**src/rtl/audio_sample_pkg.sv**
```systemverilog
// Shared widths, source-select encoding and the mono mixing helper for the
// audio sample conditioner.
package audio_sample_pkg;

    localparam int unsigned SAMPLE_WIDTH       = 24;
    localparam int unsigned DROP_COUNT_WIDTH   = 16;
    localparam int unsigned SAMPLE_COUNT_WIDTH = 32;

    typedef enum logic [1:0] {
        SRC_MONO  = 2'd0,
        SRC_LEFT  = 2'd1,
        SRC_RIGHT = 2'd2,
        SRC_ZERO  = 2'd3
    } src_sel_e;

    // (L+R) at one extra bit, then arithmetic shift right: floor average.
    function automatic logic [SAMPLE_WIDTH-1:0] mono_avg(input logic [SAMPLE_WIDTH-1:0] left,
                                                         input logic [SAMPLE_WIDTH-1:0] right);
        logic signed [SAMPLE_WIDTH:0] sum;
        sum = $signed({left[SAMPLE_WIDTH-1], left}) + $signed({right[SAMPLE_WIDTH-1], right});
        return SAMPLE_WIDTH'(sum >>> 1);
    endfunction

endpackage

```
**src/rtl/sample_fifo.sv**
```systemverilog
// First-word-fall-through FIFO; DEPTH must be a power of two, at least 2.
// Read data reads as zero while empty.
module sample_fifo #(
    parameter int unsigned WIDTH = 24,
    parameter int unsigned DEPTH = 4
) (
    input  logic                     clk,
    input  logic                     reset,
    input  logic                     wr_en,
    input  logic [WIDTH-1:0]         wr_data,
    input  logic                     rd_en,
    output logic [WIDTH-1:0]         rd_data,
    output logic                     full,
    output logic                     empty,
    output logic [$clog2(DEPTH):0]   count
);

    localparam int unsigned PTR_WIDTH = $clog2(DEPTH);

    logic [WIDTH-1:0]     mem [DEPTH];
    logic [PTR_WIDTH-1:0] wr_ptr_q;
    logic [PTR_WIDTH-1:0] rd_ptr_q;
    logic [PTR_WIDTH:0]   count_q;
    logic                 do_wr;
    logic                 do_rd;

    assign empty   = (count_q == '0);
    assign full    = (count_q == (PTR_WIDTH + 1)'(DEPTH));
    assign count   = count_q;
    assign do_rd   = rd_en & ~empty;
    // A write into a full FIFO is legal when the head leaves in the same cycle.
    assign do_wr   = wr_en & (~full | do_rd);
    assign rd_data = empty ? '0 : mem[rd_ptr_q];

    always_ff @(posedge clk) begin
        if (do_wr) begin
            mem[wr_ptr_q] <= wr_data;
        end
    end

    always_ff @(posedge clk) begin
        if (reset) begin
            wr_ptr_q <= '0;
            rd_ptr_q <= '0;
            count_q  <= '0;
        end else begin
            if (do_wr) begin
                wr_ptr_q <= wr_ptr_q + 1'b1;
            end
            if (do_rd) begin
                rd_ptr_q <= rd_ptr_q + 1'b1;
            end
            case ({do_wr, do_rd})
                2'b10:   count_q <= count_q + 1'b1;
                2'b01:   count_q <= count_q - 1'b1;
                default: count_q <= count_q;
            endcase
        end
    end

endmodule

```
**src/rtl/audio_sample_conditioner.sv**
```systemverilog
// Synchronizes the audio-driver strobe, selects/mixes a source, boxcar-decimates
// and queues samples for the downstream pipeline, with drop accounting.
module audio_sample_conditioner
    import audio_sample_pkg::*;
#(
    parameter int unsigned DECIM      = 1,
    parameter int unsigned FIFO_DEPTH = 4
) (
    input  logic                          clk,
    input  logic                          reset,
    input  logic                          advance,
    input  logic [SAMPLE_WIDTH-1:0]       adc_left,
    input  logic [SAMPLE_WIDTH-1:0]       adc_right,
    input  logic                          enable,
    input  logic [1:0]                    src_sel,
    input  logic                          clr_overflow,
    output logic [SAMPLE_WIDTH-1:0]       sample_out,
    output logic                          sample_valid,
    input  logic                          sample_ready,
    output logic                          overflow,
    output logic [DROP_COUNT_WIDTH-1:0]   drop_count,
    output logic [SAMPLE_COUNT_WIDTH-1:0] sample_count
);

    localparam int unsigned LOG_DECIM   = $clog2(DECIM);
    localparam int unsigned ACC_WIDTH   = SAMPLE_WIDTH + LOG_DECIM;
    localparam int unsigned PHASE_WIDTH = (LOG_DECIM > 0) ? LOG_DECIM : 1;
    localparam int unsigned COUNT_WIDTH = $clog2(FIFO_DEPTH) + 1;

    logic                          sync1_q, sync2_q, sync3_q;
    logic                          capture;
    logic [SAMPLE_WIDTH-1:0]       selected;
    logic                          sel_valid_q;
    logic signed [SAMPLE_WIDTH-1:0] sel_data_q;
    logic signed [ACC_WIDTH-1:0]   acc_q;
    logic signed [ACC_WIDTH-1:0]   acc_sum;
    logic [PHASE_WIDTH-1:0]        phase_q;
    logic                          phase_last;
    logic                          push_q;
    logic [SAMPLE_WIDTH-1:0]       push_data_q;

    logic                          fifo_full;
    logic                          fifo_empty;
    logic [COUNT_WIDTH-1:0]        fifo_count;
    logic                          pop;
    logic                          accept;
    logic                          drop;

    assign capture = sync2_q & ~sync3_q;

    always_comb begin
        selected = '0;
        unique case (src_sel_e'(src_sel))
            SRC_MONO:  selected = mono_avg(adc_left, adc_right);
            SRC_LEFT:  selected = adc_left;
            SRC_RIGHT: selected = adc_right;
            SRC_ZERO:  selected = '0;
        endcase
    end

    assign acc_sum    = acc_q + ACC_WIDTH'(sel_data_q);
    assign phase_last = (phase_q == PHASE_WIDTH'(DECIM - 1));

    always_ff @(posedge clk) begin
        if (reset) begin
            // All stages reset high so a strobe already high at release is not an edge.
            sync1_q     <= 1'b1;
            sync2_q     <= 1'b1;
            sync3_q     <= 1'b1;
            sel_valid_q <= 1'b0;
            sel_data_q  <= '0;
            acc_q       <= '0;
            phase_q     <= '0;
            push_q      <= 1'b0;
            push_data_q <= '0;
        end else begin
            sync1_q     <= advance;
            sync2_q     <= sync1_q;
            sync3_q     <= sync2_q;
            sel_valid_q <= capture & enable;
            sel_data_q  <= selected;
            push_q      <= 1'b0;
            if (!enable) begin
                acc_q   <= '0;
                phase_q <= '0;
            end else if (sel_valid_q) begin
                if (phase_last) begin
                    acc_q       <= '0;
                    phase_q     <= '0;
                    push_q      <= 1'b1;
                    push_data_q <= SAMPLE_WIDTH'(acc_sum >>> LOG_DECIM);
                end else begin
                    acc_q   <= acc_sum;
                    phase_q <= phase_q + 1'b1;
                end
            end
        end
    end

    assign sample_valid = ~fifo_empty;
    assign pop          = sample_valid & sample_ready;
    assign accept       = push_q & (~fifo_full | pop);
    assign drop         = push_q & fifo_full & ~pop;

    sample_fifo #(
        .WIDTH (SAMPLE_WIDTH),
        .DEPTH (FIFO_DEPTH)
    ) u_fifo (
        .clk     (clk),
        .reset   (reset),
        .wr_en   (accept),
        .wr_data (push_data_q),
        .rd_en   (pop),
        .rd_data (sample_out),
        .full    (fifo_full),
        .empty   (fifo_empty),
        .count   (fifo_count)
    );

    always_ff @(posedge clk) begin
        if (reset) begin
            overflow     <= 1'b0;
            drop_count   <= '0;
            sample_count <= '0;
        end else begin
            // A drop in the same cycle as a clear keeps the flag set.
            if (drop) begin
                overflow <= 1'b1;
            end else if (clr_overflow) begin
                overflow <= 1'b0;
            end
            if (drop && (drop_count != '1)) begin
                drop_count <= drop_count + 1'b1;
            end
            if (accept) begin
                sample_count <= sample_count + 1'b1;
            end
        end
    end

    occupancy_bounded: assert property (@(posedge clk) disable iff (reset)
        fifo_count <= COUNT_WIDTH'(FIFO_DEPTH));

endmodule

```
**config.mk**
```make
export PLATFORM = sky130hd
export DESIGN_NAME = audio_sample_conditioner
export DESIGN_NICKNAME = d
export VERILOG_FILES = /design/src/rtl/audio_sample_pkg.sv /design/src/rtl/sample_fifo.sv /design/src/rtl/audio_sample_conditioner.sv
export SDC_FILE = /design/constraint.sdc
export NUM_CORES = 1
export LEC_CHECK = 0
export BUFFER_PORTS_ARGS = -buffer_cell sky130_fd_sc_hd__clkbuf_2
export CAP_MARGIN = 20
export CORE_MARGIN = 3
export CORE_UTILIZATION = 62
export CTS_CLUSTER_DIAMETER = 100
export DETAILED_ROUTE_END_ITERATION = 16
export PLACE_DENSITY_LB_ADDON = 0.05
export SLEW_MARGIN = 20
export SYNTH_ARGS = -nofsm -noshare
export SYNTH_HDL_FRONTEND = slang
export SYNTH_SLANG_ARGS = --single-unit
```
**constraint.sdc**
```tcl
create_clock -name clk -period 4.9 [get_ports clk]
set_input_delay 0.245 -clock clk [delete_from_list [all_inputs] [get_ports clk]]
set_output_delay 0.245 -clock clk [all_outputs]
set_load 0.01 [all_outputs]
```
==> results of run 1 <==
==> final cells by class <==
cell class / count / area (um^2) / share of cell area
repair buffers: 140 / 736 / 0.0666
flip-flops and latches: 207 / 5110 / 0.463
multi-input cells: 609 / 4190 / 0.380
clock inverters: 7 / 42.5 / 0.00385
clock buffers: 33 / 644 / 0.0584
well taps: 184 / 230 / 0.0209
inverters: 24 / 90.1 / 0.00816
==> power by group through the flow <==
| stage | clock network (W) | logic (W) | registers [W] |
|---|---|---|---|
| floorplan | 0 | 0.000203 | 0.00185 |
| global placement | 0 | 0.000278 | 0.00185 |
| detailed placement | 0 | 0.000282 | 0.00185 |
| CTS | 0.00158 | 0.000286 | 0.00182 |
| global route | 0.00165 | 0.000319 | 0.00182 |
| finish | 0.00155 | 0.000292 | 0.00182 |
==> kinds of logic (layout without fill, tap and decap cells) <==
| group | Yosys count | after routing | synth area share |
|---|---|---|---|
| muxes | 30 | 30 | 0.0628 |
| DFF | 207 | 207 | 0.534 |
| AOI/OAI and AO/OA | 172 | 172 | 0.118 |
| xor gates and xnor gates | 52 | 52 | 0.0476 |
| adders and majority gates | 32 | 32 | 0.0434 |
| buffers and inverters | 66 | 204 | 0.0281 |
| and+or+nand+nor | 323 | 323 | 0.166 |
==> worst max-delay path, stage by stage, from the launching register on <==
cell and delay, ns:
dfxtp_1 0.35, nor4b_2 0.59, nor2b_1 0.36, inv_1 0.13, ha_1 0.20, inv_1 0.07
fa_1 0.37, xor2_1 0.16, or3_1 0.30, a21oi_1 0.15
==> worst min-delay path by stage <==
stage,to,slack (ns),cells past startpoint
after floorplan,sync1_q$_SDFF_PP1_,0.35,1
after global placement,sel_valid_q$_SDFF_PP0_,0.38,1
after detailed placement,sel_valid_q$_SDFF_PP0_,0.39,1
after CTS,sel_data_q[3]$_SDFF_PP0_,0.01,3
after global routing,sel_valid_q$_SDFF_PP0_,0.03,2
final,sel_data_q[3]$_SDFF_PP0_,0.03,3
==> sequential cells by signal, summed over array words and instances, names as in the netlist, named ones only <==
| name | cells |
|---|---|
| drop_count | 16 |
| overflow | 1 |
| push_data_q | 24 |
| push_q | 1 |
| sample_count | 32 |
| sel_data_q | 24 |
| sel_valid_q | 1 |
| sync1_q | 1 |
| sync2_q | 1 |
| sync3_q | 1 |
| u_fifo.count | 3 |
| u_fifo.mem | 96 |
| u_fifo.rd_ptr_q | 2 |
| u_fifo.wr_ptr_q | 2 |
==> stage by stage <==
step / total power [W] / utilization / instances / setup WS, ns / area [um^2]
2_1_floorplan: 0.00205 / - / 882 / 2.62 / 9560
3_3_place_gp: 0.00213 / 0.698 / 1162 / 2.30 / 10300
3_5_place_dp: 0.00214 / 0.698 / 1162 / 2.15 / 10300
4_1_cts: 0.00368 / 0.745 / 1204 / 2.14 / 11000
5_1_grt: 0.00378 / 0.745 / 1204 / 1.98 / 11000
6_report: 0.00366 / 0.745 / 1204 / 2.14 / 11000
==> placed cells by master, fill, tap and decap left out, types with 3 or more instances in the layout <==
cell / count
a211oi_1: 6
o211ai_1: 5
a22oi_1: 11
o21ai_0: 29
mux4_2: 24
clkbuf_2: 129
and2_1: 34
or3_1: 11
and3_1: 7
clkinv_1: 5
o31ai_1: 3
nand2_1: 93
a31oi_1: 4
inv_1: 21
nor2b_1: 4
xnor2_1: 22
nand2b_1: 4
buf_4: 10
a22o_1: 5
a21oi_1: 66
xor2_1: 30
a21o_1: 5
o22ai_1: 3
ha_1: 30
mux2i_1: 6
clkbuf_1: 6
clkbuf_8: 3
and4_1: 5
nor2_1: 81
dfxtp_1: 110
o21a_1: 5
nor4_1: 3
or2_2: 7
nand3_1: 20
nand4_1: 23
nor3_1: 16
edfxtp_1: 96
clkbuf_16: 23
nand3b_1: 3
==> per-layer routing <==
metal	vias up	global-route usage
met5	-	0
met4	0	0.0703
met3	40	0.0409
met2	292	0.428
met1	3452	0.347
li1	3470	-
==> repair_timing <==
item	CTS	global route
hold buffers	2	0
endpoints found under the setup margin	0	0
buffers inserted	0	0
endpoints found under the hold margin	2	0
==> flow_summary.json, run 1 <==
{
  "antenna_cells": 0,
  "grt_pass1_vias": 7051,
  "fin_crit_sh": 0.564,
  "clock_skew_ns": 0.0200,
  "async_flop_share": 0,
  "dp_hpwl_um": 14800,
  "drive_above_1_share": 0.208,
  "yosys_warnings": 0,
  "ys_seq_area_frac": 0.534,
  "p_clk_frac": 0.424,
  "yosysMostFrequentCell": "dfxtp_1",
  "worstSetupPathType": "reg2reg",
  "synthToLayoutAreaGrowth_pct": 15.4,
  "max_cap_violations": 0,
  "ys_types": 71,
  "viasPerCell": 6.02,
  "finalSetupTns_ns": 0,
  "first_pass_iters": 5,
  "r2r_cells": 9,
  "period_needed_ns": 2.76,
  "rows": 44,
  "die_w_um": 130,
  "place.gp.congestion": 0.983,
  "initial_utilization": 0.646,
  "combinationalPowerShare": 0.080,
  "clk_pin_slew_ns": 0.06,
  "ant_nets": 0,
  "hold_path_class": "in2reg",
  "intPower_w": 0.00284,
  "syn_nets": 970,
  "numCtsBuffers": 22,
  "status": "finished, final reports clean",
  "ctsResizeCount": 0,
  "drt_iter0_drc": 514,
  "fin_hold_ws_ns": 0.0263,
  "tightest_slew_ns": 0.942,
  "synth_area_leaders": "edfxtp_1, dfxtp_1, mux4_2, ha_1, nand2_1",
  "grt_max_degree": 93,
  "critPathRequiredTime_ns": 5.32,
  "worstPathArrival_ns": 3.19,
  "drt_wl_total_um": 21900,
  "io_pins": 130,
  "power_density_mw_per_mm2": 332,
  "fmax_mhz": 362,
  "p_sw_frac": 0.225,
  "synth_top_area_share": 0.301,
  "setup_viol": 0,
  "min-delay-start": "adc_right[3]",
  "antenna_found_initial": 0,
  "maxSlewViolCount": 0,
  "nFillCells": 1044,
  "worstReg2RegStart": "u_fifo.count[0]$_SDFFE_PP0P_",
  "wl_met1_um": 9380,
  "routed-wl-met2_um": 10600,
  "slew_headroom": 0.372,
  "hold_violations": 0,
  "fp.dieH_um": 130,
  "endpoint": "u_fifo.count[2]$_SDFFE_PP0P_",
  "p_switching_w": 0.000826,
  "worst-path-max-fanout": 11,
  "endpoint_kind": "flop",
  "rsz0062_at_grt": "no",
  "cts_tree": "built",
  "netlist_area_mm2": 0.00956,
  "num_vias": 7254,
  "drc": 0,
  "finalNetCount": 1092,
  "clock_latency_ns": 0.50,
  "top_layer_used": "met4",
  "grt_pass1_wl_um": 34600,
  "cts.sinks": 207,
  "yosys-top-cells-count": "dfxtp_1, edfxtp_1, nand2_1",
  "dieArea_mm2": 0.0170,
  "synth_ff_type": "dfxtp_1",
  "grt_util_all_layers": 0.255,
  "p_seq_frac": 0.496,
  "wl_met3_um": 1520,
  "ys_ff_latch": 207,
  "io_buffers": 129,
  "synth_edf_count": 96,
  "synth_area_leader_cell": "edfxtp_1",
  "cts_root_buf": "clkbuf_16",
  "clock_path_buffers": 3,
  "crit_path_start": "u_fifo.count[0]$_SDFFE_PP0P_",
  "synth_cells": 882,
  "grt_overflow": 0,
  "syn-mean-instance-area_um2": 10.8,
  "cts_htree_levels": 1,
  "core_area_mm2": 0.0148,
  "cp-start-kind": "flop",
  "r2r_slack_ns": 2.14,
  "wl_per_cell_um": 18.2,
  "leakage_nw": 3.96,
  "peakVddDrop_v": 0.000207,
  "r2r-end": "u_fifo.count[2]$_SDFFE_PP0P_"
}
Note: power is estimated with default switching activity, not from simulation.
==> run 2: changes to the inputs <==
--- a/config.mk
+++ b/config.mk
@@ -8,7 +8,7 @@
 export BUFFER_PORTS_ARGS = -buffer_cell sky130_fd_sc_hd__clkbuf_2
 export CAP_MARGIN = 20
 export CORE_MARGIN = 3
-export CORE_UTILIZATION = 62
+export CORE_UTILIZATION = 58
 export CTS_CLUSTER_DIAMETER = 100
 export DETAILED_ROUTE_END_ITERATION = 16
 export PLACE_DENSITY_LB_ADDON = 0.05
==> constraint.sdc (replaced) <==
create_clock -name clk -period 2.6 [get_ports clk]
set_input_delay 0.13 -clock clk [delete_from_list [all_inputs] [get_ports clk]]
set_output_delay 0.13 -clock clk [all_outputs]
set_load 0.01 [all_outputs]
==> run 2 against run 1 <==
Worst hold slack lost 0.0038 ns. Final cell count grew 5.1%. Critical path type is now in2reg. Setup slack got worse by 2.0 ns.
==> flow_summary.json, run 2 (synthesis gave the netlist of run 1 again) <==
{
  "drt_wl_total_um": 20100,
  "io_pins": 130,
  "grt_util_all_layers": 0.223,
  "largest_reg_flops": 96,
  "rsz0062_at_grt": "no",
  "worstReg2RegStart": "u_fifo.count[0]$_SDFFE_PP0P_",
  "reg.largest.list": "u_fifo.mem (96), sample_count (32)",
  "finalNetCount": 1122,
  "grt_pass1_wl_um": 33200,
  "clock_skew_ns": 0.0156,
  "rows": 46,
  "finalSetupTns_ns": 0,
  "drive_above_1_share": 0.215,
  "drc": 0,
  "dieArea_mm2": 0.0181,
  "fin_crit_sh": 0.934,
  "p_seq_frac": 0.486,
  "power_density_mw_per_mm2": 619,
  "viasPerCell": 5.62,
  "worstSetupPathType": "in2reg",
  "placed_cell_area_mm2": 0.0105,
  "mostFrequentLayoutCells": "clkbuf_2, dfxtp_1, edfxtp_1, nand2_1, nor2_1",
  "intPower_w": 0.00550,
  "fin_area_mm2": 0.0114,
  "min-delay-start": "adc_right[19]",
  "tightest_slew_ns": 0.758,
  "r2r_slack_ns": 0.24,
  "leakage_nw": 4.11,
  "setup_viol": 0,
  "place_ws_ns": 0.211,
  "first_pass_iters": 4,
  "finalPower_w": 0.00705,
  "p_sw_frac": 0.220,
  "slew_headroom": 0.493,
  "p_switching_w": 0.00155,
  "clk_pin_slew_ns": 0.06,
  "cts.sinks": 207,
  "io_buffers": 129,
  "critPathSlowestCell": "dlygate4sd3_1",
  "maxSlewViolCount": 0,
  "cts_root_buf": "clkbuf_16",
  "ant_nets": 0,
  "final_common_cell": "clkbuf_2",
  "clock_latency_ns": 0.50,
  "initial_utilization": 0.598,
  "die_w_um": 134,
  "combinationalPowerShare": 0.081,
  "drt_iter0_drc": 403,
  "num_vias": 7114,
  "fmax_mhz": 412,
  "numCtsBuffers": 22,
  "dp_hpwl_um": 13800,
  "grt_pass1_vias": 6649,
  "clock_path_buffers": 3,
  "worst-path-max-fanout": 6,
  "antenna_cells": 0,
  "cts_tree": "built",
  "critPathRequiredTime_ns": 2.99,
  "synthToLayoutAreaGrowth_pct": 19.0,
  "hold_violations": 0,
  "place.gp.congestion": 0.898,
  "hold_path_class": "in2reg",
  "max_cap_violations": 0,
  "grt_max_degree": 79,
  "grt_overflow": 0,
  "wl_per_cell_um": 15.9,
  "p_clk_frac": 0.433,
  "top_register": "u_fifo.mem",
  "peakVddDrop_v": 0.000386,
  "path_buf_inv": 2,
  "antenna_found_initial": 0,
  "period_needed_ns": 2.43,
  "worstPathArrival_ns": 2.81,
  "crit_family": "compound AO/OA/AOI/OAI gates",
  "layout_setup_ws_ns": 0.172,
  "crit_path_start": "adc_left[7]",
  "core_area_mm2": 0.0160,
  "status": "finished, final reports clean",
  "fp.dieH_um": 134,
  "cts_htree_levels": 1,
  "cp-start-kind": "input pin",
  "endpoint_kind": "flop",
  "slowest_delay_ns": 0.53,
  "path_cells": "dlygate4sd3_1 -> clkbuf_2 -> ha_1 -> a21oi_1 -> o211ai_1 -> a2111oi_2 -> a211oi_1 -> or3_1 -> a32o_1"
}
[run 2: through the flow]
stage	hold slack, ns	util	cells
2_1_floorplan	0.234	-	882
3_3_place_gp	0.314	0.656	1210
3_5_place_dp	0.319	0.656	1210
4_1_cts	0.00637	0.711	1266
5_1_grt	0.0371	0.712	1266
6_report	0.0225	0.712	1266
[run 2: worst paths after layout]
| path | to | cells past startpoint |
|---|---|---|
| setup / recovery | sel_data_q[21]$_SDFF_PP0_ | 9 |
| setup reg to reg | u_fifo.count[2]$_SDFFE_PP0P_ | 9 |
| hold reg to reg | sel_valid_q$_SDFF_PP0_ | 1 |
| hold / removal | sel_data_q[19]$_SDFF_PP0_ | 3 |
[run 2: final cells by class]
class                   instances  area [um^2]
repair buffers                170         1010
multi-input cells             609         4190
well taps                     216          270
flip-flops and latches        207         5100
inverters                      24         90.1
clock inverters                12          115
fillers                      1224         4610
clock buffers                  28          604
[run 2: metal layers]
layer | wire (um) | vias up | track usage
met5 | 0 | - | 0
met1 | 9470 | 3343 | 0.337
met4 | 303 | 0 | 0.0452
met2 | 9210 | 217 | 0.349
met3 | 1090 | 29 | 0.0296
li1 | - | 3525 | -
[run 2: worst min-delay path, stage by stage]
cell,delay (ns)
clkbuf_2,0.09
a22oi_1,0.07
o22ai_1,0.17
[run 2: power by group through the flow]
stage	Clock (W)	Combinational, W	Sequential, W
final	0.00306	0.000572	0.00342
after global routing	0.00326	0.000634	0.00342
after CTS	0.00313	0.000562	0.00342
after detailed placement	0	0.000540	0.00349
after global placement	0	0.000541	0.00349
after floorplan	0	0.000382	0.00349
[run 2: repair_timing]
action	CTS	global route
gates resized for setup	0	2
hold buffers	16	0
hold endpoints to repair	14	0
endpoints found under the setup margin	0	1
setup buffers	0	0
==> run 3: changes to the inputs <==
--- a/config.mk
+++ b/config.mk
@@ -5,10 +5,11 @@
 export SDC_FILE = /design/constraint.sdc
 export NUM_CORES = 1
 export LEC_CHECK = 0
+export ABC_AREA = 1
 export BUFFER_PORTS_ARGS = -buffer_cell sky130_fd_sc_hd__clkbuf_2
 export CAP_MARGIN = 20
 export CORE_MARGIN = 3
-export CORE_UTILIZATION = 58
+export CORE_UTILIZATION = 59
 export CTS_CLUSTER_DIAMETER = 100
 export DETAILED_ROUTE_END_ITERATION = 16
 export PLACE_DENSITY_LB_ADDON = 0.05
==> run 3 against run 2 <==
Critical path depth up 4. Sequential cell count unchanged. Count of clock-buffer cells in the layout is 1 higher. Setup slack improved by 0.085 ns. Worst hold slack worse by 0.0059 ns. Via count up 36%. Clock power grew 2%. Sequential power is essentially flat. Die area increased by 11%. Critical endpoint is now sel_data_q[7]$_SDFF_PP0_. Fmax increased by 3.6%.
==> flow_summary.json, run 3 <==
{
  "status": "finished, final reports clean",
  "hold_path_class": "in2reg",
  "grt_max_degree": 58,
  "cts.sinks": 207,
  "core_area_mm2": 0.0177,
  "fmax_mhz": 427,
  "dp_cells": 1760,
  "critPathSlowestCell": "dlygate4sd3_1",
  "numCtsBuffers": 21,
  "period_needed_ns": 2.34,
  "worstSetupPathType": "in2reg",
  "viasPerCell": 5.33,
  "netlist_area_mm2": 0.0109,
  "top_register": "u_fifo.mem",
  "slowest_delay_ns": 0.59,
  "grt_util_all_layers": 0.261,
  "maxSlewViolCount": 0,
  "ys_types": 42,
  "clk_pin_slew_ns": 0.07,
  "antenna_found_initial": 1,
  "synthToLayoutAreaGrowth_pct": 16.7,
  "finalSetupTns_ns": 0,
  "clock_path_buffers": 3,
  "async_flop_share": 0,
  "yosys_warnings": 0,
  "critPathRequiredTime_ns": 2.96,
  "finalNetCount": 1668,
  "largest_reg_flops": 96,
  "rows": 48,
  "crit_family": "buffers and inverters",
  "mostFrequentLayoutCells": "nand2_1, nor2_1, inv_1, clkbuf_2, dfxtp_1",
  "synth_top_area_share": 0.266,
  "tightest_slew_ns": 0.876,
  "p_sw_frac": 0.258,
  "num_vias": 9706,
  "setup_viol": 0,
  "fp.dieH_um": 142,
  "final_common_cell": "nand2_1",
  "drt_iter0_drc": 614,
  "instances_no_fill": 1820,
  "syn-mean-instance-area_um2": 7.55,
  "worstPathArrival_ns": 2.70,
  "fin_crit_sh": 0.901,
  "place.gp.congestion": 0.952,
  "clock_skew_ns": 0.0297,
  "combinationalPowerShare": 0.148,
  "grt_overflow": 0,
  "leakage_nw": 5.49,
  "drc": 0,
  "worst-path-max-fanout": 5,
  "cts_root_buf": "clkbuf_16",
  "nFillCells": 1457,
  "first_pass_iters": 6,
  "yosys-top-cells-count": "nand2_1, nor2_1, inv_1",
  "clock_latency_ns": 0.50,
  "die_w_um": 142,
  "cts_tree": "built",
  "synth_area_leader_cell": "edfxtp_1",
  "synth_ff_type": "dfxtp_1",
  "p_seq_frac": 0.448,
  "io_pins": 130,
  "drive_above_1_share": 0.149,
  "initial_utilization": 0.615,
  "synth_cells": 1437,
  "drt_wl_total_um": 26400,
  "yosysMostFrequentCell": "nand2_1",
  "synth_edf_count": 96,
  "path_buf_inv": 5,
  "cp-start-kind": "input pin",
  "r2r_slack_ns": 0.42,
  "antenna_cells": 0,
  "endpoint_kind": "flop",
  "rsz0062_at_grt": "no",
  "intPower_w": 0.00572,
  "ys_seq_area_frac": 0.470,
  "peakVddDrop_v": 0.000536,
  "hold_violations": 0,
  "p_switching_w": 0.00198,
  "grt_pass1_wl_um": 43400,
  "wl_per_cell_um": 14.5,
  "grt_pass1_vias": 9033,
  "path_cells": "dlygate4sd3_1 -> clkbuf_2 -> inv_1 -> fa_1 -> inv_1 -> nand2_1 -> nand2_1 -> nand3_1 -> nand2_1 -> a21oi_1 -> o21ai_0 -> a31oi_1 -> dlygate4sd3_1",
  "dieArea_mm2": 0.0201,
  "cts_htree_levels": 1,
  "ant_nets": 0,
  "ys_ff_latch": 207,
  "p_clk_frac": 0.404,
  "dp_hpwl_um": 19100,
  "reg.largest.list": "u_fifo.mem (96), sample_count (32)",
  "power_density_mw_per_mm2": 608,
  "worst_path_most_repeated_cell": "nand2_1",
  "synth_area_leaders": "edfxtp_1, dfxtp_1, nand2_1, nor2_1, inv_1",
  "syn_nets": 1525,
  "slew_headroom": 0.415,
  "max_cap_violations": 0,
  "io_buffers": 129
}
run 3: power groups by stage:
| stage | combinational, W | clock [W] | sequential [W] |
|---|---|---|---|
| floorplan | 0.000713 | 0 | 0.00351 |
| global placement | 0.00108 | 0 | 0.00352 |
| detailed placement | 0.00110 | 0 | 0.00352 |
| CTS | 0.00113 | 0.00315 | 0.00345 |
| global route | 0.00128 | 0.00329 | 0.00346 |
| finish | 0.00114 | 0.00311 | 0.00345 |
run 3: cells by family (layout without fill, tap and decap cells):
logic type | after synthesis | count (layout) | synth area share
AO/OA/AOI/OAI | 204 | 204 | 0.0967
flip-flops | 207 | 207 | 0.470
AND/OR/NAND/NOR | 748 | 748 | 0.300
XOR/XNOR | 16 | 16 | 0.0129
adder cells (fa/ha/maj) | 32 | 32 | 0.0383
buffers and inverters | 230 | 388 | 0.0815
run 3: metrics by stage:
| stage | utilization | total power (W) | worst slack [ns] | hold slack [ns] | cell area (um^2) |
|---|---|---|---|---|---|
| 4_1_cts | 0.717 | 0.00773 | 0.290 | 0.000569 | 12700 |
| 5_1_grt | 0.717 | 0.00802 | 0.130 | 0.0315 | 12700 |
| 3_3_place_gp | 0.663 | 0.00460 | 0.561 | 0.345 | 11700 |
| 2_1_floorplan | - | 0.00423 | 0.421 | 0.234 | 10900 |
| 6_report | 0.717 | 0.00770 | 0.257 | 0.0166 | 12700 |
| 3_5_place_dp | 0.663 | 0.00462 | 0.442 | 0.346 | 11700 |
run 3: path summary, 6_finish.rpt:
kind,start,endpoint,cells past startpoint
hold reg to reg,sync3_q$_SDFF_PP1_,sel_valid_q$_SDFF_PP0_,1
hold / removal,adc_right[21],sel_data_q[21]$_SDFF_PP0_,5
setup / recovery,adc_left[1],sel_data_q[7]$_SDFF_PP0_,13
setup reg to reg,u_fifo.count[0]$_SDFFE_PP0P_,u_fifo.count[2]$_SDFFE_PP0P_,10
run 3: cell type report:
class	instances	area, um^2	share of cell area
clock inverter	9	101	0.00800
tap	225	282	0.0222
clock buffer	29	628	0.0496
sequential	207	5100	0.403
timing repair buffer	167	986	0.0779
inverter	183	687	0.0542
multi-input combinational	1000	4870	0.385
run 3: repair_timing:
item                      4_1_cts  5_1_grt
hold buffers                   22        0
buffers inserted                0        0
resized for setup               0        0
hold endpoints to repair       14        0
run 3: tightest hold or removal path, delay by kind of cell:
| family | cells | cell delay [ns] |
|---|---|---|
| buffers and inverters | 2 | 0.15 |
| AO/OA/AOI/OAI | 1 | 0.06 |
| AND/OR/NAND/NOR | 2 | 0.13 |
run 3: per-layer routing:
metal	vias to the layer above	share of wire	wire length, um	global-route usage
met1	4427	0.45	11900	0.363
met5	-	0.00076	20	0
met3	51	0.063	1660	0.0297
met4	2	0.018	482	0.0672
li1	4913	-	-	-
met2	313	0.47	12300	0.437
